[config.mk]
export PLATFORM = sky130hd
export DESIGN_NAME = core_wbu_top
export DESIGN_NICKNAME = d
export VERILOG_FILES = /design/src/rtl/core_wbu_top.sv
export SDC_FILE = /design/constraint.sdc
export NUM_CORES = 1
export LEC_CHECK = 0
export CAP_MARGIN = 20
export CORE_ASPECT_RATIO = 0.9
export CORE_MARGIN = 2
export CORE_UTILIZATION = 40
export CTS_CLUSTER_DIAMETER = 30
export DETAILED_ROUTE_END_ITERATION = 7
export GPL_TIMING_DRIVEN = 1
export PLACE_DENSITY = 0.9
export SETUP_SLACK_MARGIN = 0.05
export SYNTH_ARGS = -nofsm -noshare
export SYNTH_HDL_FRONTEND = slang
export SYNTH_SLANG_ARGS = --single-unit
[constraint.sdc]
create_clock -name clk -period 1.7 [get_ports clk]
set_input_delay 0.34 -clock clk [delete_from_list [all_inputs] [get_ports clk]]
set_output_delay 0.34 -clock clk [all_outputs]
set_load 0.005 [all_outputs]
[src/rtl/core_wbu_top.sv]
// core_wbu_top: write-back unit arbitrating EXU and LSU results into one
// register-file write port, with load extraction/extension and misalign detect.
// Optional performance counters are enabled by defining WBU_PERF_CNT_EN.
`timescale 1ns/1ps

module core_wbu_top #(
  parameter int unsigned XLEN   = 32,
  parameter int unsigned RIDX_W = 5
) (
  input  logic              clk,
  input  logic              rstn,
  input  logic              wbu_exu_valid,
  output logic              wbu_exu_ready,
  input  logic [XLEN-1:0]   wbu_exu_data,
  input  logic [RIDX_W-1:0] wbu_exu_rd_idx,
  input  logic              wbu_lsu_valid,
  output logic              wbu_lsu_ready,
  input  logic [XLEN-1:0]   wbu_lsu_data,
  input  logic [RIDX_W-1:0] wbu_lsu_rd_idx,
  input  logic [2:0]        wbu_lsu_func3,
  input  logic [1:0]        wbu_lsu_addr_lo,
  output logic              wbu_rf_wen,
  output logic [RIDX_W-1:0] wbu_rf_waddr,
  output logic [XLEN-1:0]   wbu_rf_wdata,
  output logic              wbu_err_misalign
`ifdef WBU_PERF_CNT_EN
  ,
  output logic [31:0]       wbu_cnt_exu,
  output logic [31:0]       wbu_cnt_lsu,
  output logic [31:0]       wbu_cnt_stall
`endif
);

  localparam int unsigned BYTE_W = 8;
  localparam int unsigned HALF_W = 16;
  localparam int unsigned CNT_W  = 32;

  // last_grant encoding
  localparam logic GNT_EXU = 1'b0;
  localparam logic GNT_LSU = 1'b1;

  // load types
  localparam logic [2:0] F3_LB  = 3'b000;
  localparam logic [2:0] F3_LH  = 3'b001;
  localparam logic [2:0] F3_LW  = 3'b010;
  localparam logic [2:0] F3_LBU = 3'b100;
  localparam logic [2:0] F3_LHU = 3'b101;

  logic              last_grant_q, last_grant_d;
  logic              rf_wen_q, rf_wen_d;
  logic [RIDX_W-1:0] rf_waddr_q, rf_waddr_d;
  logic [XLEN-1:0]   rf_wdata_q, rf_wdata_d;
  logic              err_q, err_d;

  logic              grant_exu_c;
  logic              grant_lsu_c;
  logic [BYTE_W-1:0] ld_byte;
  logic [HALF_W-1:0] ld_half;
  logic [XLEN-1:0]   ld_val;
  logic              ld_bad;

  // Round-robin arbitration: on a tie the source not granted last time wins.
  always_comb begin
    grant_lsu_c = wbu_lsu_valid && (!wbu_exu_valid || (last_grant_q == GNT_EXU));
    grant_exu_c = wbu_exu_valid && !grant_lsu_c;
  end

  assign wbu_exu_ready = grant_exu_c;
  assign wbu_lsu_ready = grant_lsu_c;

  // Load lane selection, extension and alignment/func3 legality check.
  always_comb begin
    ld_byte = '0;
    ld_val  = '0;
    ld_bad  = 1'b0;
    case (wbu_lsu_addr_lo)
      2'd0:    ld_byte = wbu_lsu_data[7:0];
      2'd1:    ld_byte = wbu_lsu_data[15:8];
      2'd2:    ld_byte = wbu_lsu_data[23:16];
      default: ld_byte = wbu_lsu_data[31:24];
    endcase
    ld_half = wbu_lsu_addr_lo[1] ? wbu_lsu_data[31:16] : wbu_lsu_data[15:0];
    case (wbu_lsu_func3)
      F3_LB:  ld_val = {{(XLEN-BYTE_W){ld_byte[BYTE_W-1]}}, ld_byte};
      F3_LBU: ld_val = {{(XLEN-BYTE_W){1'b0}}, ld_byte};
      F3_LH: begin
        ld_val = {{(XLEN-HALF_W){ld_half[HALF_W-1]}}, ld_half};
        ld_bad = wbu_lsu_addr_lo[0];
      end
      F3_LHU: begin
        ld_val = {{(XLEN-HALF_W){1'b0}}, ld_half};
        ld_bad = wbu_lsu_addr_lo[0];
      end
      F3_LW: begin
        ld_val = wbu_lsu_data;
        ld_bad = (wbu_lsu_addr_lo != 2'b00);
      end
      default: begin
        ld_val = wbu_lsu_data;
        ld_bad = 1'b1;
      end
    endcase
  end

  // Next write-port state from the granted source; x0 and bad loads never write.
  always_comb begin
    last_grant_d = last_grant_q;
    rf_wen_d     = 1'b0;
    rf_waddr_d   = rf_waddr_q;
    rf_wdata_d   = rf_wdata_q;
    err_d        = 1'b0;
    if (grant_exu_c) begin
      last_grant_d = GNT_EXU;
      rf_waddr_d   = wbu_exu_rd_idx;
      rf_wdata_d   = wbu_exu_data;
      rf_wen_d     = (wbu_exu_rd_idx != '0);
    end else if (grant_lsu_c) begin
      last_grant_d = GNT_LSU;
      rf_waddr_d   = wbu_lsu_rd_idx;
      rf_wdata_d   = ld_val;
      rf_wen_d     = !ld_bad && (wbu_lsu_rd_idx != '0);
      err_d        = ld_bad;
    end
  end

  // Write-port and arbitration state registers.
  always_ff @(posedge clk or negedge rstn) begin
    if (!rstn) begin
      last_grant_q <= GNT_EXU;
      rf_wen_q     <= 1'b0;
      rf_waddr_q   <= '0;
      rf_wdata_q   <= '0;
      err_q        <= 1'b0;
    end else begin
      last_grant_q <= last_grant_d;
      rf_wen_q     <= rf_wen_d;
      rf_waddr_q   <= rf_waddr_d;
      rf_wdata_q   <= rf_wdata_d;
      err_q        <= err_d;
    end
  end

  assign wbu_rf_wen       = rf_wen_q;
  assign wbu_rf_waddr     = rf_waddr_q;
  assign wbu_rf_wdata     = rf_wdata_q;
  assign wbu_err_misalign = err_q;

`ifdef WBU_PERF_CNT_EN
  logic [CNT_W-1:0] cnt_exu_q, cnt_exu_d;
  logic [CNT_W-1:0] cnt_lsu_q, cnt_lsu_d;
  logic [CNT_W-1:0] cnt_stall_q, cnt_stall_d;

  // Transfer counters per source; a stall is a cycle with a valid but ungranted source.
  always_comb begin
    cnt_exu_d   = cnt_exu_q + CNT_W'(grant_exu_c);
    cnt_lsu_d   = cnt_lsu_q + CNT_W'(grant_lsu_c);
    cnt_stall_d = cnt_stall_q + CNT_W'(wbu_exu_valid && wbu_lsu_valid);
  end

  // Counter registers, wrapping naturally.
  always_ff @(posedge clk or negedge rstn) begin
    if (!rstn) begin
      cnt_exu_q   <= '0;
      cnt_lsu_q   <= '0;
      cnt_stall_q <= '0;
    end else begin
      cnt_exu_q   <= cnt_exu_d;
      cnt_lsu_q   <= cnt_lsu_d;
      cnt_stall_q <= cnt_stall_d;
    end
  end

  assign wbu_cnt_exu   = cnt_exu_q;
  assign wbu_cnt_lsu   = cnt_lsu_q;
  assign wbu_cnt_stall = cnt_stall_q;
`endif

endmodule

==> flow_summary_export.csv, run 1 <==
group,metric,value,unit
outcome,status,"finished clean",
layout,area_delta_synth_final,72.1,%
critical_path,path_class,"in2reg",
grt,grt_pass1_wl,14900,um
detailed_routing,via_per_inst,6.13,
critical_path,cp-start-kind,"primary input",
timing,skew,0.00396,ns
power_and_ir_drop,p_leak,1.83,nW
clocking,clkTransAtPathRegs,0.08,ns
critical_path,crit_chain,"clkdlybuf4s50_1, buf_6, buf_4, nor2_2, nand2_4, nand4_1, a22o_1",
layout,fillers,436,
critical_path,cp_data_arrival_time,1.86,ns
detailed_routing,vias,3082,
timing,final_max_slew_viol_count,0,
floorplanning,io_pins,124,
layout,seq_area,1000,sq um
critical_path,critical_path.max_stage_delay,0.46,ns
detailed_routing,wl_per_cell,19.7,um
grt,grt_pass1_vias,3033,
timing,min_period,1.63,ns
timing,slew_headroom,0.740,
floorplanning,num_rows,27,
synth,synth.yosys.seq_area_share,0.402,
clocking,clock_sinks,40,
clocking,cts_root_buf,"clkbuf_8",
hold_path,hold_path_class,"in2async",
layout,multi_input_area,1490,sq um
clocking,cts_max_level,2,
power_and_ir_drop,ir_drop,0.000394,V
critical_path,critical_path_required,1.93,ns
critical_path,end_kind,"flip-flop",
synth,synth-seq-cells,40,
timing,fin_crit_sh,0.959,
critical_path,crit_fanout,9,
detailed_routing,ant_nets,0,
timing,fin_hold_ws,0.471,ns
synth,syn_avg_cell_area,9.12,sq um
placed_design,place_ws,-0.576,ns
detailed_routing,first_pass_iters,5,
timing,max_clock_freq,613,MHz
grt,antenna_found_initial,0,
layout,n_antenna_cell,0,
detailed_routing,drc,0,
timing,rsz0062_at_grt,"true",
synth,yosys_warnings,0,
grt,grt-ovfl-total,0,
power_and_ir_drop,p_per_area,694,nW/um^2
floorplanning,chipHeight,78.8,um
clocking,cts_buffers,5,
placed_design,portBuffers,123,
layout,fin_nets,514,
layout,layout_common_cells,"clkdlybuf4s50_1, buf_4, dfrtp_1",
timing,setup_violations,0,
synth,ys_types,37,
clocking,cts_tree,"yes",
floorplanning,initial_core_util,0.409,
placed_design,routabilityCongestion,0.852,
grt,grt_max_degree,30,
layout,drive_above_1_share,0.213,
layout,mostFrequentLayoutCell,"clkdlybuf4s50_1",
floorplanning,die_x,87.1,um
flow_run,maxCapViolations,0,
floorplanning,design.core.area,6080,sq um
placed_design,place_hpwl,7000,um
synth,syn_nets,356,
timing,worst_slack,0.0700,ns
synth,netlist_area,2490,sq um
critical_path,cpMaxStageDelayCell,"clkdlybuf4s50_1",
floorplanning,dieArea,6870,sq um
clocking,clock_latency,0.29,ns
synth,synthCells,273,
timing,tightest_slew,0.390,ns
timing,hold_viol_final,0,
detailed_routing,drt_wl_total,9890,um
detailed_routing,drt_iter0_drc,315,
clocking,cts_buffer_depth,2,
critical_path,rrSetupSlack,0.16,ns
layout,final_util,0.705,
grt,grt_use_total,0.277,
cell type report:
cell class,count,share of cell area
Clock buffer,6,0.0169
Clock inverter,1,0.00117
Inverter,6,0.00526
Multi-Input combinational cell,206,0.347
Sequential cell,40,0.234
Tap cell,72,0.0210
Timing Repair Buffer,172,0.375
cells in the mapped netlist (all sizes together):
cell	n	area share
a211oi	2	0.011
a21oi	38	0.076
a221o	2	0.0080
a221oi	8	0.028
a22o	16	0.056
a22oi	3	0.0090
and2	1	0.0025
buf	15	0.035
clkbuf	8	0.012
dfrtp	40	0.40
inv	6	0.0090
mux2	8	0.036
mux2i	22	0.088
mux4	1	0.0090
nand2	33	0.054
nand2b	5	0.013
nand3	5	0.012
nand4	16	0.040
nor2	7	0.011
nor2b	1	0.0025
nor3	13	0.026
nor3b	1	0.0030
nor4	1	0.0025
o211ai	4	0.012
o21a	1	0.0030
o21ai	11	0.022
o221ai	2	0.0070
o22ai	1	0.0025
or4	2	0.0060
cells by family (layout without fill, tap and decap cells):
kind of cell,count (synthesis),in the layout,share of synthesized area
compound gates,88,88,0.236
mux,31,31,0.134
buf+inv,29,185,0.0563
flops,40,40,0.402
simple gates,85,87,0.172
what timing repair did:
action,in CTS,in global routing
gates resized for setup,19,26
gates cloned,2,1
endpoints found under the hold margin,12,0
setup endpoints to repair,33,32
pin swaps,2,5
hold buffers,1,0
buffers inserted,4,4
registers in the layout, summed over array words and instances (netlist names):
signal,count
last_grant_q,1
wbu_rf_waddr,5
wbu_err_misalign,1
wbu_rf_wdata,32
wbu_rf_wen,1
power breakdown:
| part | internal (mW) | leakage, nW | switching, mW | total [mW] |
|---|---|---|---|---|
| combinational | 0.694 | 1.31 | 0.502 | 1.20 |
| clock | 0.279 | 0.0410 | 0.326 | 0.605 |
| sequential | 1.09 | 0.486 | 0.0864 | 1.17 |
| total | 2.06 | 1.83 | 0.914 | 2.97 |
critical path, delay by kind of cell:
family | cells | cell delay, ns
compound gates | 1 | 0.12
buf+inv | 3 | 0.80
simple gates | 3 | 0.59
metrics by stage:
| stage | setup TNS [ns] | instance area (sq um) | instances | power, mW |
|---|---|---|---|---|
| 4_1_cts | 0 | 4160 | 499 | 2.90 |
| 2_1_floorplan | 0 | 2490 | 273 | 1.59 |
| 3_3_place_gp | -14.24 | 3980 | 485 | 2.24 |
| 3_5_place_dp | -15.76 | 3980 | 485 | 2.27 |
| 5_1_grt | 0 | 4280 | 503 | 3.10 |
| 6_report | 0 | 4280 | 503 | 2.97 |
routing by layer:
layer / share of wire / wire (um) / track usage / vias up
met4: 0.038 / 373 / 0.135 / 0
met5: 0 / 0 / 0 / -
met2: 0.47 / 4670 / 0.444 / 236
met3: 0.097 / 963 / 0.0593 / 41
li1: - / - / - / 1348
met1: 0.39 / 3890 / 0.353 / 1457
path summary, 6_finish.rpt:
check	depth (start not counted)	from	endpoint
max	7	wbu_lsu_func3[0]	wbu_rf_wdata[21]
min	2	rstn	wbu_rf_wdata[27]
max reg2reg	7	last_grant_q	wbu_rf_wdata[24]
min reg2reg	1	wbu_rf_wdata[29]	wbu_rf_wdata[29]
max in group asynchronous	3	rstn	wbu_rf_wdata[7]
min in group clk	3	wbu_lsu_data[7]	wbu_rf_wdata[7]
Power figures use the tool's default switching activity.
==> inputs of run 2 (changes only) <==
--- a/config.mk
+++ b/config.mk
@@ -7,7 +7,7 @@
 export LEC_CHECK = 0
 export CAP_MARGIN = 20
 export CORE_ASPECT_RATIO = 0.9
-export CORE_MARGIN = 2
+export CORE_MARGIN = 4
 export CORE_UTILIZATION = 40
 export CTS_CLUSTER_DIAMETER = 30
 export DETAILED_ROUTE_END_ITERATION = 7
==> run 2 against run 1 <==
Fmax up 2.5%; setup slack better by 0.040 ns; first-iteration DRC count is 31% lower; clock power grew 9.9%; critical path depth shrank 3; via count decreased by 4.2%; non-clock buffer count fell by 3; die area is 9.9% higher; combinational power fell by 3%; final area decreased by 1.2%.
==> flow_summary_export.csv, run 2 (synthesis gave the netlist of run 1 again) <==
group,metric,value,unit
power_and_ir_drop,p_int,2.09,mW
layout,fin_nets,511,
placed_design,place_ws,-0.470,ns
clocking,cts_tree,"yes",
detailed_routing,via_per_inst,5.92,
grt,met1_usage,0.325,
clocking,clock_sinks,40,
hold_path,hold_path_class,"in2reg",
critical_path,crit_buf_inv,2,
critical_path,cp_data_arrival_time,1.25,ns
timing,hold_viol_final,0,
timing,slew_headroom,0.704,
power_and_ir_drop,p_per_area,708,nW/um^2
layout,mostFrequentLayoutCell,"clkdlybuf4s50_1",
detailed_routing,first_pass_iters,5,
timing,min_period,1.59,ns
grt,met3_usage,0.0741,
timing,fin_crit_sh,0.935,
layout,area_delta_synth_final,70.0,%
layout,final_util,0.723,
layout,n_antenna_cell,0,
critical_path,crit_fanout,4,
power_and_ir_drop,p_leak,1.84,nW
clocking,cts_buffers,5,
detailed_routing,drc,0,
clocking,cts_max_level,2,
floorplanning,design.core.area,5860,sq um
timing,setup_violations,0,
power_and_ir_drop,switchingPower,0.903,mW
placed_design,portBuffers,123,
clocking,clkTransAtPathRegs,0.07,ns
detailed_routing,drt_iter0_drc,218,
grt,antenna_found_initial,0,
timing,tightest_slew,0.445,ns
critical_path,cp-start-kind,"flip-flop",
critical_path,end_kind,"output port",
clocking,cts_buffer_depth,2,
grt,use_met2,0.404,
flow_run,maxCapViolations,0,
power_and_ir_drop,p_sw_frac,0.302,
critical_path,crit_chain,"nand2b_4, nand2_2, inv_1, dlygate4sd2_1",
grt,grt_pass1_wl,15700,um
critical_path,critical_path_required,1.36,ns
floorplanning,io_pins,124,
power_and_ir_drop,p_comb_frac,0.387,
grt,grt_pass1_vias,3147,
placed_design,routabilityCongestion,0.989,
timing,skew,0.00799,ns
layout,largest_reg_flops,32,
timing,max_clock_freq,629,MHz
critical_path,rrSetupSlack,0.13,ns
floorplanning,num_rows,26,
outcome,status,"finished clean",
floorplanning,chipHeight,82.8,um
critical_path,critical_path.max_stage_delay,0.41,ns
layout,layout_common_cells,"clkdlybuf4s50_1, dfrtp_1, buf_4",
timing,worst_slack,0.110,ns
floorplanning,initial_core_util,0.425,
detailed_routing,ant_nets,0,
critical_path,cp_top_family,"flip-flops",
grt,grt_max_degree,28,
clocking,cts_root_buf,"clkbuf_8",
placed_design,place_hpwl,7350,um
power_and_ir_drop,seqPwrFrac,0.391,
timing,fin_hold_ws,0.495,ns
power_and_ir_drop,ir_drop,0.000349,V
grt,grt_use_total,0.255,
timing,rsz0062_at_grt,"false",
power_and_ir_drop,pwr-share-clk,0.222,
detailed_routing,drt_wl_total,9950,um
timing,final_max_slew_viol_count,0,
clocking,clock_latency,0.29,ns
detailed_routing,vias,2953,
floorplanning,dieArea,7550,sq um
grt,grt-ovfl-total,0,
detailed_routing,wl_per_cell,19.9,um
layout,drive_above_1_share,0.177,
grt,busiest_layer,"met2",
critical_path,path_class,"reg2out",
power_and_ir_drop,finalPower,2.99,mW
floorplanning,die_x,91.1,um
critical_path,cpMaxStageDelayCell,"dfrtp_1",
[run 2: changes by cell type in the layout (fill, tap and decap cells not counted), sizes merged]
cell	delta
buf	-3
clkdlybuf4s50	-1
clkinv	+1
dlygate4sd2	+1
[run 2: through the flow]
step                instances  area (sq um)  setup TNS (ns)
CTS                       496          4170               0
finish                    499          4230               0
floorplan                 273          2490               0
global placement          482          3990          -12.07
detailed placement        482          3990          -13.90
global route              499          4230               0
[run 2: worst reg2reg max path: stages (launching register included)]
cell,delay (ns)
dfrtp_1,0.41
nand2b_4,0.16
buf_4,0.13
buf_4,0.13
a21oi_4,0.18
buf_6,0.17
a21oi_1,0.08
a22o_1,0.21
[run 2: layer usage]
layer / share of wire / up-vias
met3: 0.085 / 35
met1: 0.41 / 1407
met4: 0.032 / 0
met5: 0 / -
li1: - / 1339
met2: 0.47 / 172
[run 2: area by class of cell]
cell class                      instances  area [sq um]
Fill cell                             442          1620
Timing Repair Buffer                  169          1610
Multi-Input combinational cell        206          1420
Sequential cell                        40          1000
Tap cell                               70          87.6
Clock buffer                            6          82.6
Inverter                                6          22.5
Clock inverter                          2          10.0
[run 2: power groups by stage]
stage                     Clock (mW)  Sequential, mW  Combinational [mW]
after detailed placement           0            1.18                1.09
after floorplan                    0            1.18               0.408
after global routing           0.715            1.19                1.24
after CTS                      0.672            1.17                1.13
final                          0.665            1.17                1.16
after global placement             0            1.18                1.06
[run 2: final timing paths]
check                               from               end  cells after the start
max reg2reg                 last_grant_q  wbu_rf_wdata[18]                      7
min in group asynchronous           rstn  wbu_rf_wdata[28]                      2
min                        wbu_exu_valid   wbu_rf_wdata[3]                      4
min reg2reg                 last_grant_q      last_grant_q                      1
max                         last_grant_q     wbu_exu_ready                      4
max in group asynchronous           rstn   wbu_rf_wdata[2]                      3
[run 2: repair_timing]
action	4_1_cts	5_1_grt
endpoints found under the hold margin	8	0
gates resized for setup	17	7
hold buffers	1	0
setup endpoints to repair	33	24
pin swaps	1	0
cloned	3	0
buffers inserted	2	3
